## config.mk

```make
export PLATFORM = sky130hd
export DESIGN_NAME = gf16_ssm_sbox_outstage_flat
export DESIGN_NICKNAME = d
export VERILOG_FILES = /design/src/rtl/gf16_ssm_sbox_outstage_if.sv /design/src/rtl/gf16_ssm_sbox_outstage.sv /design/src/flat_wrapper.sv
export SDC_FILE = /design/constraint.sdc
export NUM_CORES = 1
export LEC_CHECK = 0
export ABC_AREA = 0
export CELL_PAD_IN_SITES_DETAIL_PLACEMENT = 2
export CELL_PAD_IN_SITES_GLOBAL_PLACEMENT = 2
export CORE_MARGIN = 8
export CORE_UTILIZATION = 32
export CTS_CLUSTER_SIZE = 40
export DETAILED_ROUTE_END_ITERATION = 16
export HOLD_SLACK_MARGIN = 0.02
export PLACE_DENSITY_LB_ADDON = 0.1
export RECOVER_POWER = 50
export SETUP_SLACK_MARGIN = 0.2
export SLEW_MARGIN = 10
export SYNTH_ARGS = -nofsm -noshare
export SYNTH_HDL_FRONTEND = slang
export SYNTH_SLANG_ARGS = --single-unit
```

## constraint.sdc

```tcl
create_clock -name clk -period 2.1 [get_ports clk]
set_input_delay 0.42 -clock clk [delete_from_list [all_inputs] [get_ports clk]]
set_output_delay 0.42 -clock clk [all_outputs]
set_load 0.005 [all_outputs]
```

## src/rtl/gf16_ssm_sbox_outstage_if.sv

```systemverilog
// rtl/gf16_ssm_sbox_outstage_if.sv - shared byte/inverse/result signals of the masked S-box output stage
interface gf16_ssm_sbox_outstage_if;
  logic       byte_valid;
  logic [7:0] a0b0c0d0e0f0g0h0;
  logic [7:0] a1b1c1d1e1f1g1h1;
  logic       inv_valid;
  logic [3:0] x0y0z0t0;
  logic [3:0] x1y1z1t1;
  logic [7:0] ran;
  logic       out_valid;
  logic [7:0] out0;
  logic [7:0] out1;
  logic       err;

  modport master (
    output byte_valid, a0b0c0d0e0f0g0h0, a1b1c1d1e1f1g1h1,
    output inv_valid, x0y0z0t0, x1y1z1t1, ran,
    input  out_valid, out0, out1, err
  );

  modport slave (
    input  byte_valid, a0b0c0d0e0f0g0h0, a1b1c1d1e1f1g1h1,
    input  inv_valid, x0y0z0t0, x1y1z1t1, ran,
    output out_valid, out0, out1, err
  );
endinterface

```

## src/rtl/gf16_ssm_sbox_outstage.sv

```systemverilog
// rtl/gf16_ssm_sbox_outstage.sv - two-share masked GF(2^4) output multiply stage of the tower-field S-box (option: OUT_REG_EN)
module gf16_ssm_sbox_outstage (
  input  logic                           clk,
  input  logic                           rst,
  gf16_ssm_sbox_outstage_if.slave        bus
);

  // GF(2^4) product, modulus x^4+x+1: carry-less multiply then fold x^4..x^6
  function automatic logic [3:0] gf16_mul(input logic [3:0] a, input logic [3:0] b);
    logic [6:0] p;
    p = '0;
    for (int i = 0; i < 4; i++) begin
      if (b[i]) p = p ^ ({3'b000, a} << i);
    end
    return {p[3] ^ p[6],
            p[2] ^ p[5] ^ p[6],
            p[1] ^ p[4] ^ p[5],
            p[0] ^ p[4]};
  endfunction

  logic       held;
  logic [7:0] hold0, hold1;
  logic       err_q;
  logic       v_q;
  logic [3:0] inner_hi0, inner_hi1, cross_hi0, cross_hi1;
  logic [3:0] inner_lo0, inner_lo1, cross_lo0, cross_lo1;

  // Share-wise multiplier operands from the held byte: b = hi, and b = hi ^ lo
  logic [3:0] b_hi0, b_hi1, b_lo0, b_lo1;
  logic [3:0] r_hi, r_lo;
  assign b_hi0 = hold0[7:4];
  assign b_hi1 = hold1[7:4];
  assign b_lo0 = hold0[7:4] ^ hold0[3:0];
  assign b_lo1 = hold1[7:4] ^ hold1[3:0];
  assign r_hi  = bus.ran[3:0];
  assign r_lo  = bus.ran[7:4];

  // Byte delay line and alignment tracking; a byte is held for exactly one cycle
  always_ff @(posedge clk or posedge rst) begin
    if (rst) begin
      held  <= 1'b0;
      hold0 <= '0;
      hold1 <= '0;
      err_q <= 1'b0;
    end else begin
      held <= bus.byte_valid;
      if (bus.byte_valid) begin
        hold0 <= bus.a0b0c0d0e0f0g0h0;
        hold1 <= bus.a1b1c1d1e1f1g1h1;
      end
      if (bus.inv_valid && !held) err_q <= 1'b1;
    end
  end

  // Register-separated partial products; cross-domain terms are refreshed with r before the flop
  always_ff @(posedge clk or posedge rst) begin
    if (rst) begin
      v_q       <= 1'b0;
      inner_hi0 <= '0;
      inner_hi1 <= '0;
      cross_hi0 <= '0;
      cross_hi1 <= '0;
      inner_lo0 <= '0;
      inner_lo1 <= '0;
      cross_lo0 <= '0;
      cross_lo1 <= '0;
    end else begin
      v_q <= bus.inv_valid;
      if (bus.inv_valid) begin
        inner_hi0 <= gf16_mul(bus.x0y0z0t0, b_hi0);
        inner_hi1 <= gf16_mul(bus.x1y1z1t1, b_hi1);
        cross_hi0 <= gf16_mul(bus.x0y0z0t0, b_hi1) ^ r_hi;
        cross_hi1 <= gf16_mul(bus.x1y1z1t1, b_hi0) ^ r_hi;
        inner_lo0 <= gf16_mul(bus.x0y0z0t0, b_lo0);
        inner_lo1 <= gf16_mul(bus.x1y1z1t1, b_lo1);
        cross_lo0 <= gf16_mul(bus.x0y0z0t0, b_lo1) ^ r_lo;
        cross_lo1 <= gf16_mul(bus.x1y1z1t1, b_lo0) ^ r_lo;
      end
    end
  end

  // Compression after the register stage, each share stays in its own domain
  logic [7:0] share0, share1;
  assign share0 = {inner_hi0 ^ cross_hi0, inner_lo0 ^ cross_lo0};
  assign share1 = {inner_hi1 ^ cross_hi1, inner_lo1 ^ cross_lo1};

`ifdef OUT_REG_EN
  logic       ov_q;
  logic [7:0] o0_q, o1_q;

  // Optional output flops so the shares leave the stage glitch-free
  always_ff @(posedge clk or posedge rst) begin
    if (rst) begin
      ov_q <= 1'b0;
      o0_q <= '0;
      o1_q <= '0;
    end else begin
      ov_q <= v_q;
      o0_q <= share0;
      o1_q <= share1;
    end
  end

  assign bus.out_valid = ov_q;
  assign bus.out0      = o0_q;
  assign bus.out1      = o1_q;
`else
  assign bus.out_valid = v_q;
  assign bus.out0      = share0;
  assign bus.out1      = share1;
`endif

  assign bus.err = err_q;

endmodule

```

## src/flat_wrapper.sv

```systemverilog
// flat-port wrapper written by rule: the top's interface ports become plain ports
module gf16_ssm_sbox_outstage_flat 
  (clk, rst, bus_byte_valid, bus_a0b0c0d0e0f0g0h0, bus_a1b1c1d1e1f1g1h1, bus_inv_valid, bus_x0y0z0t0, bus_x1y1z1t1, bus_ran, bus_out_valid, bus_out0, bus_out1, bus_err);
  gf16_ssm_sbox_outstage_if bus_i ();
  input  logic clk;
  input  logic rst;
  input wire logic [$bits(bus_i.byte_valid)-1:0] bus_byte_valid;
  input wire logic [$bits(bus_i.a0b0c0d0e0f0g0h0)-1:0] bus_a0b0c0d0e0f0g0h0;
  input wire logic [$bits(bus_i.a1b1c1d1e1f1g1h1)-1:0] bus_a1b1c1d1e1f1g1h1;
  input wire logic [$bits(bus_i.inv_valid)-1:0] bus_inv_valid;
  input wire logic [$bits(bus_i.x0y0z0t0)-1:0] bus_x0y0z0t0;
  input wire logic [$bits(bus_i.x1y1z1t1)-1:0] bus_x1y1z1t1;
  input wire logic [$bits(bus_i.ran)-1:0] bus_ran;
  output wire logic [$bits(bus_i.out_valid)-1:0] bus_out_valid;
  output wire logic [$bits(bus_i.out0)-1:0] bus_out0;
  output wire logic [$bits(bus_i.out1)-1:0] bus_out1;
  output wire logic [$bits(bus_i.err)-1:0] bus_err;
  assign bus_i.byte_valid = bus_byte_valid;
  assign bus_i.a0b0c0d0e0f0g0h0 = bus_a0b0c0d0e0f0g0h0;
  assign bus_i.a1b1c1d1e1f1g1h1 = bus_a1b1c1d1e1f1g1h1;
  assign bus_i.inv_valid = bus_inv_valid;
  assign bus_i.x0y0z0t0 = bus_x0y0z0t0;
  assign bus_i.x1y1z1t1 = bus_x1y1z1t1;
  assign bus_i.ran = bus_ran;
  assign bus_out_valid = bus_i.out_valid;
  assign bus_out0 = bus_i.out0;
  assign bus_out1 = bus_i.out1;
  assign bus_err = bus_i.err;
  gf16_ssm_sbox_outstage u_core (.clk(clk), .rst(rst), .bus(bus_i));
endmodule
```

---- Word-level counts from Yosys, hierarchy flattened ----
Cells that the tools add are included.
storage, ports and cells
  register bits after elaboration ......... 51
  bits in latches ......................... 0
  RAM bits ................................ 0
  ROM bits ................................ 0
  output and inout bits ................... 18
  word-level logic and storage cells ...... 161
  memories ................................ 0
operators by class
  add/subtract/negate cells ............... 0
  multipliers ............................. 0
  div/mod/pow operators ................... 0
  $lt $le $gt $ge ......................... 0
  equality and inequality tests ........... 0
  shifts and indexed selects .............. 0
  mux-type cells .......................... 64
  bitwise gates (word level) .............. 82
  reductions and logical operators ........ 2
operator list
  kind                                          number
  7-bit 2-to-1 mux                              56
  7-bit by 5-bit bitwise XOR with 7-bit output  8
  7-bit by 6-bit bitwise XOR with 7-bit output  8
  7-bit bitwise XOR                             8
  1-bit bitwise XOR                             48
  4-bit bitwise XOR                             10
  4-bit 2-to-1 mux                              8
  1-bit logical AND                             1
  1-bit zero test                               1

---- Depth between registers and ports, before layout ----
Gate-level depths: netlist of the first run.
  depth in word-level cells ............... 15
  mapped depth ............................ 7
  mapped depth without buffers ............ 5

---- Least setup slack after synthesis of the first run ----
No wires, ideal clock.
  path kind ............................... reg-to-reg
  from .................................... register u_core.hold1[5]
  to ...................................... register u_core.cross_lo0[1]
  library setup time ...................... 125 ps
  arrival ................................. 1878 ps
  required time ........................... 1975 ps
  slack ................................... 97 ps
  cell stages (with the launch flop) ...... 7
  path buffers ............................ 1
  cell sequence ........................... dfrtp_1 buf_6 xor2_2 nand2_1 xnor3_1 xor3_1 mux2_2
on the way
  word-level cells in the longest chain between the ends .. 12
RTL lines
  element                                       line                          RTL
  from (decl)                                   gf16_ssm_sbox_outstage.sv:22  logic [7:0] hold0, hold1;
  from (signal assigned)                        gf16_ssm_sbox_outstage.sv:49  hold1 <= bus.a1b1c1d1e1f1g1h1;
  4-bit bitwise XOR *                           gf16_ssm_sbox_outstage.sv:34  assign b_lo1 = hold1[7:4] ^ hold1[3:0];
  7-bit 2-to-1 mux *                            gf16_ssm_sbox_outstage.sv:13  if (b[i]) p = p ^ ({3'b000, a} << i);
  7-bit 2-to-1 mux *                            gf16_ssm_sbox_outstage.sv:69  if (bus.inv_valid) begin
  7-bit by 6-bit bitwise XOR with 7-bit output  gf16_ssm_sbox_outstage.sv:13
  7-bit 2-to-1 mux *                            gf16_ssm_sbox_outstage.sv:13
  7-bit 2-to-1 mux *                            gf16_ssm_sbox_outstage.sv:69
  7-bit bitwise XOR                             gf16_ssm_sbox_outstage.sv:13
  7-bit 2-to-1 mux *                            gf16_ssm_sbox_outstage.sv:13
  7-bit 2-to-1 mux *                            gf16_ssm_sbox_outstage.sv:69
  1-bit bitwise XOR                             gf16_ssm_sbox_outstage.sv:17  p[1] ^ p[4] ^ p[5],
  1-bit bitwise XOR *                           gf16_ssm_sbox_outstage.sv:17
  4-bit bitwise XOR *                           gf16_ssm_sbox_outstage.sv:76  cross_lo0 <= gf16_mul(bus.x0y0z0t0, b_lo1) ^ r_lo;
  to (signal assigned)                          gf16_ssm_sbox_outstage.sv:76
  to (decl)                                     gf16_ssm_sbox_outstage.sv:26  logic [3:0] inner_lo0, inner_lo1, cross_lo0, cross_lo1;
Every way passes the cells marked *; elsewhere a longest branch is shown, timed or not. The select of a mux whose other input is x is not followed.
A chain may end at the register's enable or synchronous reset.

---- Final worst setup path of the first run ----
  from .................................... register u_core.hold1[6]
  to ...................................... register u_core.cross_lo0[1]
on the way
  word-level cells in the longest chain between the ends .. 9
RTL lines
  element              line
  4-bit bitwise XOR *  gf16_ssm_sbox_outstage.sv:34
  7-bit 2-to-1 mux *   gf16_ssm_sbox_outstage.sv:13
  7-bit 2-to-1 mux *   gf16_ssm_sbox_outstage.sv:69
  7-bit bitwise XOR    gf16_ssm_sbox_outstage.sv:13
  7-bit 2-to-1 mux *   gf16_ssm_sbox_outstage.sv:13
  7-bit 2-to-1 mux *   gf16_ssm_sbox_outstage.sv:69
  1-bit bitwise XOR    gf16_ssm_sbox_outstage.sv:17
  1-bit bitwise XOR *  gf16_ssm_sbox_outstage.sv:17
  4-bit bitwise XOR *  gf16_ssm_sbox_outstage.sv:76
Marked as above.

==> results.cfg, run 1 <==
[layout]
drive_above_1_share = 0.2753
final_common_cell = nand2_1
num_antenna_cells = 0
final_nets = 569
nFillCells = 1346
multi_input_area_um2 = 2814
syn_to_final_growth_pct = 38.96
fin_util = 0.4541
register_area_um2 = 1282
layout_common_cells = nand2_1, buf_4, xnor2_1

[sta]
fin_skew_ns = 0.01548
timing.final.crit_period_ns = 1.999
worst_pin_slew_ns = 1.113
hold_viol = 0
setup_tns_ns = 0
max_freq_mhz = 500.2
slew_headroom = 0.2578
drv_slew = 0
rsz0062_at_grt = true
finalCritPeriodShare = 0.9521
finalSetupViolCount = 0

[global_routing]
grt_pass1_wl_um = 21160
grt_pass1_vias = 3808
grt_max_degree = 52
grt.overflow.total = 0
antenna_found_initial = 0
grt_use_total = 0.1647

[logic_synthesis]
synth_edf_count = 0
ys_ff_latch = 51
yosysTopAreaCellShare = 0.3095
netlist_area_um2 = 4124
avgSynthCellArea_um2 = 9.591
synthTopCellsByArea = dfrtp_1, xnor2_1, nand2_1, xnor3_1, mux2_2
yosysSeqAreaShare = 0.3095
synthFlopType = dfrtp_1
async_flop_share = 1.000
ys.warnings.count = 0
synth_top_area_cell = dfrtp_1
synth_nets = 466
synth_cells = 430
synth.distinct_cells = 33

[setup_path]
cpPeakStageDelay_ns = 0.46
crit_fanout = 4
cpMaxStageDelayCell = dfrtp_2
crit_type = flip-flop to flip-flop
crit_buf_inv = 0
r2r_slack_ns = 0.10
r2r_start = u_core.hold1[6]
crit_path_start_kind = flip-flop
cpLargestDelayFamily = XOR/XNOR gates
required_ns = 2.29
worstSetupEndpointType = flip-flop
crit_arrival_ns = 2.19
startpoint = u_core.hold1[6]
path_cells = xor2_4 -> nand2_1 -> xnor3_1 -> xor3_1 -> mux2_4

[clock_tree]
cts_sinks = 51
cts_buffers = 5
cts_root_buf = clkbuf_16
clockBufferDepth = 2
worstSkewPairLatency_ns = 0.32
htree_levels = 2
path_clk_slew_ns = 0.07
cts_tree = yes
cts_hold_buf = 0

[detailed_routing]
dr.pass1.iters = 5
avgViaCountPerCell = 4.697
post-route-drc-count = 0
drtAntennaViolNets = 0
avgRoutedWirePerCell_um = 18.66
drt_iter0_drc = 117
drt-total-wl_um = 13180
vias = 3316

[status]
status = finished clean

[hold_path]
hold_start = u_core.bus.err
hp-class = flip-flop to flip-flop

[pwr]
ir_drop_mv = 0.4124
pwr_density_cell_nw_per_um2 = 957.0
p_leak_nw = 2.614

[floorplan]
io_pins = 54
die-width_um = 129.5
die_h_um = 129.5
initial_core_util = 0.3268
die_area_um2 = 16780
placementRows = 41
core_area_um2 = 12620

[placement]
gp_congestion = 0.7819
dp_hpwl_um = 8881
io_buffers = 53

[run]
drv_cap = 0
## path summary, 6_finish.rpt
check / endpoint / depth (start not counted)
setup / recovery: u_core.cross_lo0[1] / 5
hold / removal: u_core.bus.err / 1
setup reg to reg: u_core.cross_lo0[1] / 5
hold reg to reg: u_core.bus.err / 1
max in group asynchronous: u_core.hold1[6] / 3
min in group asynchronous: u_core.inner_lo1[0] / 3
## metal layers
| metal | wire (µm) | global-route usage | vias up |
|---|---|---|---|
| li1 | - | - | 1578 |
| met1 | 5719 | 0.1965 | 1683 |
| met2 | 6905 | 0.2990 | 47 |
| met3 | 430 | 0.03205 | 8 |
| met4 | 119 | 0.03484 | 0 |
| met5 | 0 | 0 | - |
## final cells by class
| class | count | share of cell area |
|---|---|---|
| Multi-Input combinational cell | 341 | 0.4910 |
| Sequential cell | 51 | 0.2238 |
| Timing Repair Buffer | 129 | 0.2107 |
| Tap cell | 172 | 0.03755 |
| Clock buffer | 5 | 0.02183 |
| Clock inverter | 3 | 0.01179 |
| Inverter | 5 | 0.003275 |
## kinds of logic (layout without fill, tap and decap cells)
group                  count (synthesis)  count (layout)  synth area share
AND/OR/NAND/NOR                      145             145            0.1456
XOR/XNOR                             128             128            0.3535
flip-flops                            51              51            0.3095
multiplexers                          41              41            0.1123
buffers and inverters                 38             142           0.03974
AO/OA/AOI/OAI                         27              27           0.03944
## what timing repair did
action	CTS	global route
endpoints found under the hold margin	0	0
pin swaps	12	6
setup endpoints to repair	16	19
resized for setup	24	16
setup buffers	22	2
## power by group
group	switching, mW	internal [mW]
sequential	0.252	1.28
clock	0.424	0.684
combinational	1.12	1.73
## through the flow
stage | setup slack, ns | area (µm²) | hold slack, ns | instances | power, mW
floorplan | 0.2293 | 4139 | 0.4510 | 430 | 3.048
global placement | -0.2266 | 5221 | 0.4382 | 674 | 4.132
detailed placement | -0.3073 | 5221 | 0.4731 | 674 | 4.230
CTS | 0.1720 | 5660 | 0.4846 | 704 | 5.518
global route | 0.07280 | 5731 | 0.5121 | 706 | 5.842
finish | 0.1007 | 5731 | 0.4742 | 706 | 5.484
## synth_stat cells, types with 3 or more instances
cell type / count
a211oi_1: 5
a21oi_1: 14
and3_1: 5
buf_2: 5
clkbuf_1: 24
dfrtp_1: 51
inv_1: 5
mux2_2: 37
nand2_1: 114
nand2b_1: 3
nor2_1: 15
nor4b_1: 5
xnor2_1: 57
xnor3_1: 19
xor2_1: 46
xor2_2: 3
## worst reg2reg max path: stages (launching register included)
cell and delay [ns]:
dfrtp_2 0.46, xor2_4 0.28, nand2_1 0.11, xnor3_1 0.39, xor3_1 0.38, mux2_4 0.26
## state kept, by name, indices dropped and copies added, names as in the netlist, 4 cells and up
name / count
u_core.inner_lo0: 4
u_core.cross_hi1: 4
u_core.inner_lo1: 4
u_core.cross_lo0: 4
u_core.cross_lo1: 4
u_core.hold0: 8
u_core.inner_hi0: 4
u_core.inner_hi1: 4
u_core.hold1: 8
u_core.cross_hi0: 4
Note: power is estimated with default switching activity, not from simulation.
==> run 2, diff against run 1 <==
--- a/config.mk
+++ b/config.mk
@@ -9,13 +9,15 @@
 export CELL_PAD_IN_SITES_DETAIL_PLACEMENT = 2
 export CELL_PAD_IN_SITES_GLOBAL_PLACEMENT = 2
 export CORE_MARGIN = 8
-export CORE_UTILIZATION = 32
+export CORE_UTILIZATION = 33
+export CTS_BUF_LIST = sky130_fd_sc_hd__clkbuf_8
 export CTS_CLUSTER_SIZE = 40
 export DETAILED_ROUTE_END_ITERATION = 16
 export HOLD_SLACK_MARGIN = 0.02
 export PLACE_DENSITY_LB_ADDON = 0.1
 export RECOVER_POWER = 50
 export SETUP_SLACK_MARGIN = 0.2
+export SKIP_CTS_REPAIR_TIMING = 1
 export SLEW_MARGIN = 10
 export SYNTH_ARGS = -nofsm -noshare
 export SYNTH_HDL_FRONTEND = slang
==> run 2 against run 1 <==
  * First-iteration DRC count fell by 9.4%
  * Critical path depth rose by 2
  * Count of clock-buffer cells in the layout did not move
  * Core utilization fell by 0.14 points
  * Register-to-register slack improved by 0.08 ns
  * Worst setup slack improved by 0.083 ns
  * Hold slack improved by 0.039 ns
  * Combinational power fell by 4%
==> results.cfg, run 2 (same netlist as run 1, synthesis figures left out) <==
[floorplan]
core_area_um2 = 12410
die_h_um = 127.8
placementRows = 41
die_area_um2 = 16330
io_pins = 54
die-width_um = 127.8
initial_core_util = 0.3322

[global_routing]
grt.overflow.total = 0
grt_pass1_vias = 3588
grt_max_degree = 52
antenna_found_initial = 1
grt_use_total = 0.1539
grt_pass1_wl_um = 19470

[pwr]
total_power_mw = 5.115
p_leak_nw = 2.604
pwr_density_cell_nw_per_um2 = 910.1
ir_drop_mv = 0.4587

[setup_path]
crit_arrival_ns = 2.14
crit_fanout = 3
r2r_start = u_core.hold1[6]
r2r_slack_ns = 0.18
crit_type = flip-flop to flip-flop
required_ns = 2.32
crit_path_start_kind = flip-flop
rr_worst_depth = 7
worstSetupEndpointType = flip-flop
crit_path_end = u_core.cross_lo0[1]
startpoint = u_core.hold1[6]
reg2reg_to = u_core.cross_lo0[1]

[layout]
fin_util = 0.4527
syn_to_final_growth_pct = 36.29
final_common_cell = nand2_1
final_nets = 560
num_antenna_cells = 0
top_regs = u_core.hold0 x8, u_core.hold1 x8
layout_common_cells = nand2_1, buf_4, xnor2_1
drive_above_1_share = 0.2781

[sta]
max_freq_mhz = 521.7
finalCritPeriodShare = 0.9127
finalSetupViolCount = 0
fin_skew_ns = 0.007171
drv_slew = 0
worst_pin_slew_ns = 1.194
rsz0062_at_grt = true
timing.final.crit_period_ns = 1.917
hold_viol = 0
hold_ws_ns = 0.5136
slew_headroom = 0.2037
setup_slack_ns = 0.1833

[clock_tree]
cts_buffers = 5
cts_sinks = 51
htree_levels = 2
worstSkewPairLatency_ns = 0.33
cts_root_buf = clkbuf_8
cts_tree = yes
clockBufferDepth = 2
path_clk_slew_ns = 0.10

[detailed_routing]
avgRoutedWirePerCell_um = 17.47
drt_iter0_drc = 106
vias = 3264
drt-total-wl_um = 12180
post-route-drc-count = 0
drtAntennaViolNets = 0
avgViaCountPerCell = 4.683
dr.pass1.iters = 4

[hold_path]
hp-class = flip-flop to flip-flop
hold_start = u_core.bus.err

[placement]
gp_congestion = 0.7792
place_ws_ns = -0.2384
dp_hpwl_um = 8826
io_buffers = 53

[run]
drv_cap = 0

[status]
status = finished clean
==> run 2: changes by cell type in the layout (fill, tap and decap cells not counted), sizes merged <==
cell | previous run | this run
dlygate4sd2 | 6 | 0
buf | 75 | 66
dlymetal6s2s | 3 | 12
clkdlybuf4s50 | 41 | 38
==> run 2: per-layer routing <==
metal  vias up  global-route usage  routed length [µm]
li1       1555                   -                   -
met1      1655              0.1898                5469
met2        42              0.2629                6179
met3        10             0.02912                 349
met4         2             0.05245                 163
met5         -                   0                  13
==> run 2: power by group <==
part	leakage (nW)	total [mW]	switching, mW	internal [mW]
Combinational	1.96	2.73	1.07	1.66
Sequential	0.579	1.52	0.242	1.28
Clock	0.0644	0.858	0.382	0.476
Total	2.60	5.12	1.70	3.42
==> run 2: metrics by stage <==
step / setup TNS [ns] / cell area [µm²] / cells
6_report: 0 / 5620 / 697
5_1_grt: 0 / 5620 / 697
4_1_cts: 0 / 5343 / 685
3_5_place_dp: -2.730 / 5206 / 677
3_3_place_gp: -1.937 / 5206 / 677
2_1_floorplan: 0 / 4139 / 430
==> run 2: critical path, cell delays in order (launching register included) <==
cell     delay, ns
dfrtp_2       0.47
xor2_4        0.20
buf_4         0.15
nand2_1       0.09
xnor2_2       0.16
buf_4         0.14
xor3_1        0.33
mux2_2        0.27
==> run 2: final cells by class <==
cell class / instances / area [µm²]
flip-flops and latches: 51 / 1286
multi-input cells: 341 / 2835
repair buffers: 120 / 1129
inverters: 5 / 18.77
well taps: 172 / 215.2
clock buffers: 5 / 68.82
fillers: 1356 / 6794
clock inverters: 3 / 67.56
==> run 2: how the worst min path moves through the flow <==
stage / endpoint / slack, ns / depth (start not counted)
CTS: u_core.inner_lo1[0] / 0.44 / 3
global placement: u_core.bus.err / 0.44 / 1
floorplan: u_core.bus.err / 0.45 / 1
detailed placement: u_core.bus.err / 0.50 / 1
finish: u_core.bus.err / 0.51 / 1
global route: u_core.bus.err / 0.53 / 1
==> run 3, diff against run 2 <==
--- a/config.mk
+++ b/config.mk
@@ -9,7 +9,7 @@
 export CELL_PAD_IN_SITES_DETAIL_PLACEMENT = 2
 export CELL_PAD_IN_SITES_GLOBAL_PLACEMENT = 2
 export CORE_MARGIN = 8
-export CORE_UTILIZATION = 33
+export CORE_UTILIZATION = 36
 export CTS_BUF_LIST = sky130_fd_sc_hd__clkbuf_8
 export CTS_CLUSTER_SIZE = 40
 export DETAILED_ROUTE_END_ITERATION = 16
==> constraint.sdc (replaced) <==
create_clock -name clk -period 2.09 [get_ports clk]
set_input_delay 0.418 -clock clk [delete_from_list [all_inputs] [get_ports clk]]
set_output_delay 0.418 -clock clk [all_outputs]
set_load 0.005 [all_outputs]
==> run 3 against run 2 <==
  * Sequential power is essentially flat
  * Via count grew 2.1%
  * Clock skew grew 0.0077 ns
  * Clock power shrank 9.7%
  * Sequential share of layout area shrank 0.14 points
  * Register-to-register slack lost 0.06 ns
  * Count of clock-buffer cells in the layout grew 1
  * Critical path type unchanged
  * Critical endpoint is now u_core.cross_lo0[2]
==> results.cfg, run 3 (same netlist as run 1, synthesis figures left out) <==
[detailed_routing]
post-route-drc-count = 0
avgRoutedWirePerCell_um = 20.55
drt_iter0_drc = 111
dr.pass1.iters = 4
drt-total-wl_um = 13770
drtAntennaViolNets = 0
avgViaCountPerCell = 4.972
vias = 3331

[setup_path]
cpLargestDelayFamily = XOR/XNOR gates
worstSetupEndpointType = flip-flop
r2r_slack_ns = 0.13
path_cells = xor2_4 -> nand2_1 -> xnor3_1 -> xnor3_1 -> mux2_4
crit_fanout = 4
crit_path_start_kind = flip-flop
crit_type = flip-flop to flip-flop
required_ns = 2.31
cpMaxStageDelayCell = dfrtp_2
reg2reg_to = u_core.cross_lo0[2]
r2r_start = u_core.hold1[6]
rr_worst_depth = 5
cpPeakStageDelay_ns = 0.46
crit_arrival_ns = 2.18
crit_buf_inv = 0
cp_common_cell = xnor3_1

[hold_path]
whs_path_depth = 1
hold_start = u_core.bus.err
holdPathEnd = u_core.bus.err
hp-class = flip-flop to flip-flop

[layout]
final_cell_area_um2 = 5650
top_regs = u_core.hold0 x8, u_core.hold1 x8
final_common_cell = nand2_1
layout_common_cells = nand2_1, buf_4, xnor2_1
fin_util = 0.4991
syn_to_final_growth_pct = 37.01
final_nets = 561
drive_above_1_share = 0.2985

[placement]
dp_hpwl_um = 8994
gp_congestion = 0.7621
io_buffers = 53
placed_area_um2 = 5137

[floorplan]
die_h_um = 123.0
die-width_um = 123.0
io_pins = 54
die_area_um2 = 15140
initial_core_util = 0.3643
placementRows = 39
core_area_um2 = 11320

[clock_tree]
cts_buffers = 5
cts_root_buf = clkbuf_8
htree_levels = 2
path_clk_slew_ns = 0.10
cts_tree = yes
worstSkewPairLatency_ns = 0.34
cts_sinks = 51
clockBufferDepth = 2

[sta]
rsz0062_at_grt = true
drv_slew = 0
timing.final.crit_period_ns = 1.964
worst_pin_slew_ns = 1.123
slew_headroom = 0.2515
finalCritPeriodShare = 0.9398
fin_skew_ns = 0.01486
hold_viol = 0
finalSetupViolCount = 0
hold_ws_ns = 0.4972
max_freq_mhz = 509.1

[global_routing]
grt_pass1_wl_um = 19530
grt_pass1_vias = 3656
grt_max_degree = 52
antenna_found_initial = 1
grt_use_total = 0.1656
grt.overflow.total = 0

[run]
drv_cap = 0

[pwr]
p_leak_nw = 2.661
p_clk_frac = 0.149
comb_power_share = 0.554
pwr-share-seq = 0.297
p_int_mw = 3.388
power.switching_mw = 1.814
pwr_density_cell_nw_per_um2 = 920.7
power.share.switching = 0.3488
total_power_mw = 5.202
ir_drop_mv = 0.4004

[status]
status = finished clean
[run 3: worst max path at each step]
| stage | to | depth (start not counted) | start | slack [ns] |
|---|---|---|---|---|
| after floorplan | u_core.cross_lo0[2] | 5 | u_core.hold1[4] | 0.22 |
| after global placement | u_core.inner_hi0[2] | 7 | bus_x0y0z0t0[2] | -0.18 |
| after detailed placement | u_core.inner_hi0[0] | 8 | bus_x0y0z0t0[2] | -0.28 |
| after CTS | u_core.cross_lo0[1] | 6 | u_core.hold1[7] | 0.06 |
| after global routing | u_core.inner_lo0[2] | 6 | u_core.hold0[7] | 0.05 |
| final | u_core.cross_lo0[2] | 5 | u_core.hold1[6] | 0.13 |
[run 3: layer usage]
layer,vias up,track usage,wire length (µm)
li1,1564,-,-
met1,1715,0.2063,5891
met2,39,0.2926,7374
met3,11,0.02968,359
met4,2,0.03612,127
met5,-,0,13
[run 3: final cells by class]
| class | count | area, µm² |
|---|---|---|
| fill | 1177 | 5670 |
| inverter | 5 | 18.77 |
| antenna | 1 | 2.502 |
| clock buffer | 6 | 82.58 |
| clock inverter | 2 | 35.03 |
| sequential | 51 | 1285 |
| multi-input combinational | 341 | 2873 |
| timing repair buffer | 121 | 1175 |
| tap | 143 | 178.9 |
[run 3: stage by stage]
step	setup WS, ns	TNS (ns)	cells
CTS	0.05659	0	650
finish	0.1259	0	670
global placement	-0.1763	-1.853	642
detailed placement	-0.2845	-3.498	642
floorplan	0.2193	0	430
global route	0.04768	0	669
[run 3: power groups by stage]
stage / Combinational [mW] / Clock, mW / Sequential, mW
2_1_floorplan: 1.59 / 0 / 1.47
3_3_place_gp: 2.59 / 0 / 1.54
3_5_place_dp: 2.69 / 0 / 1.55
4_1_cts: 2.70 / 0.797 / 1.53
5_1_grt: 3.11 / 0.832 / 1.58
6_report: 2.88 / 0.775 / 1.55
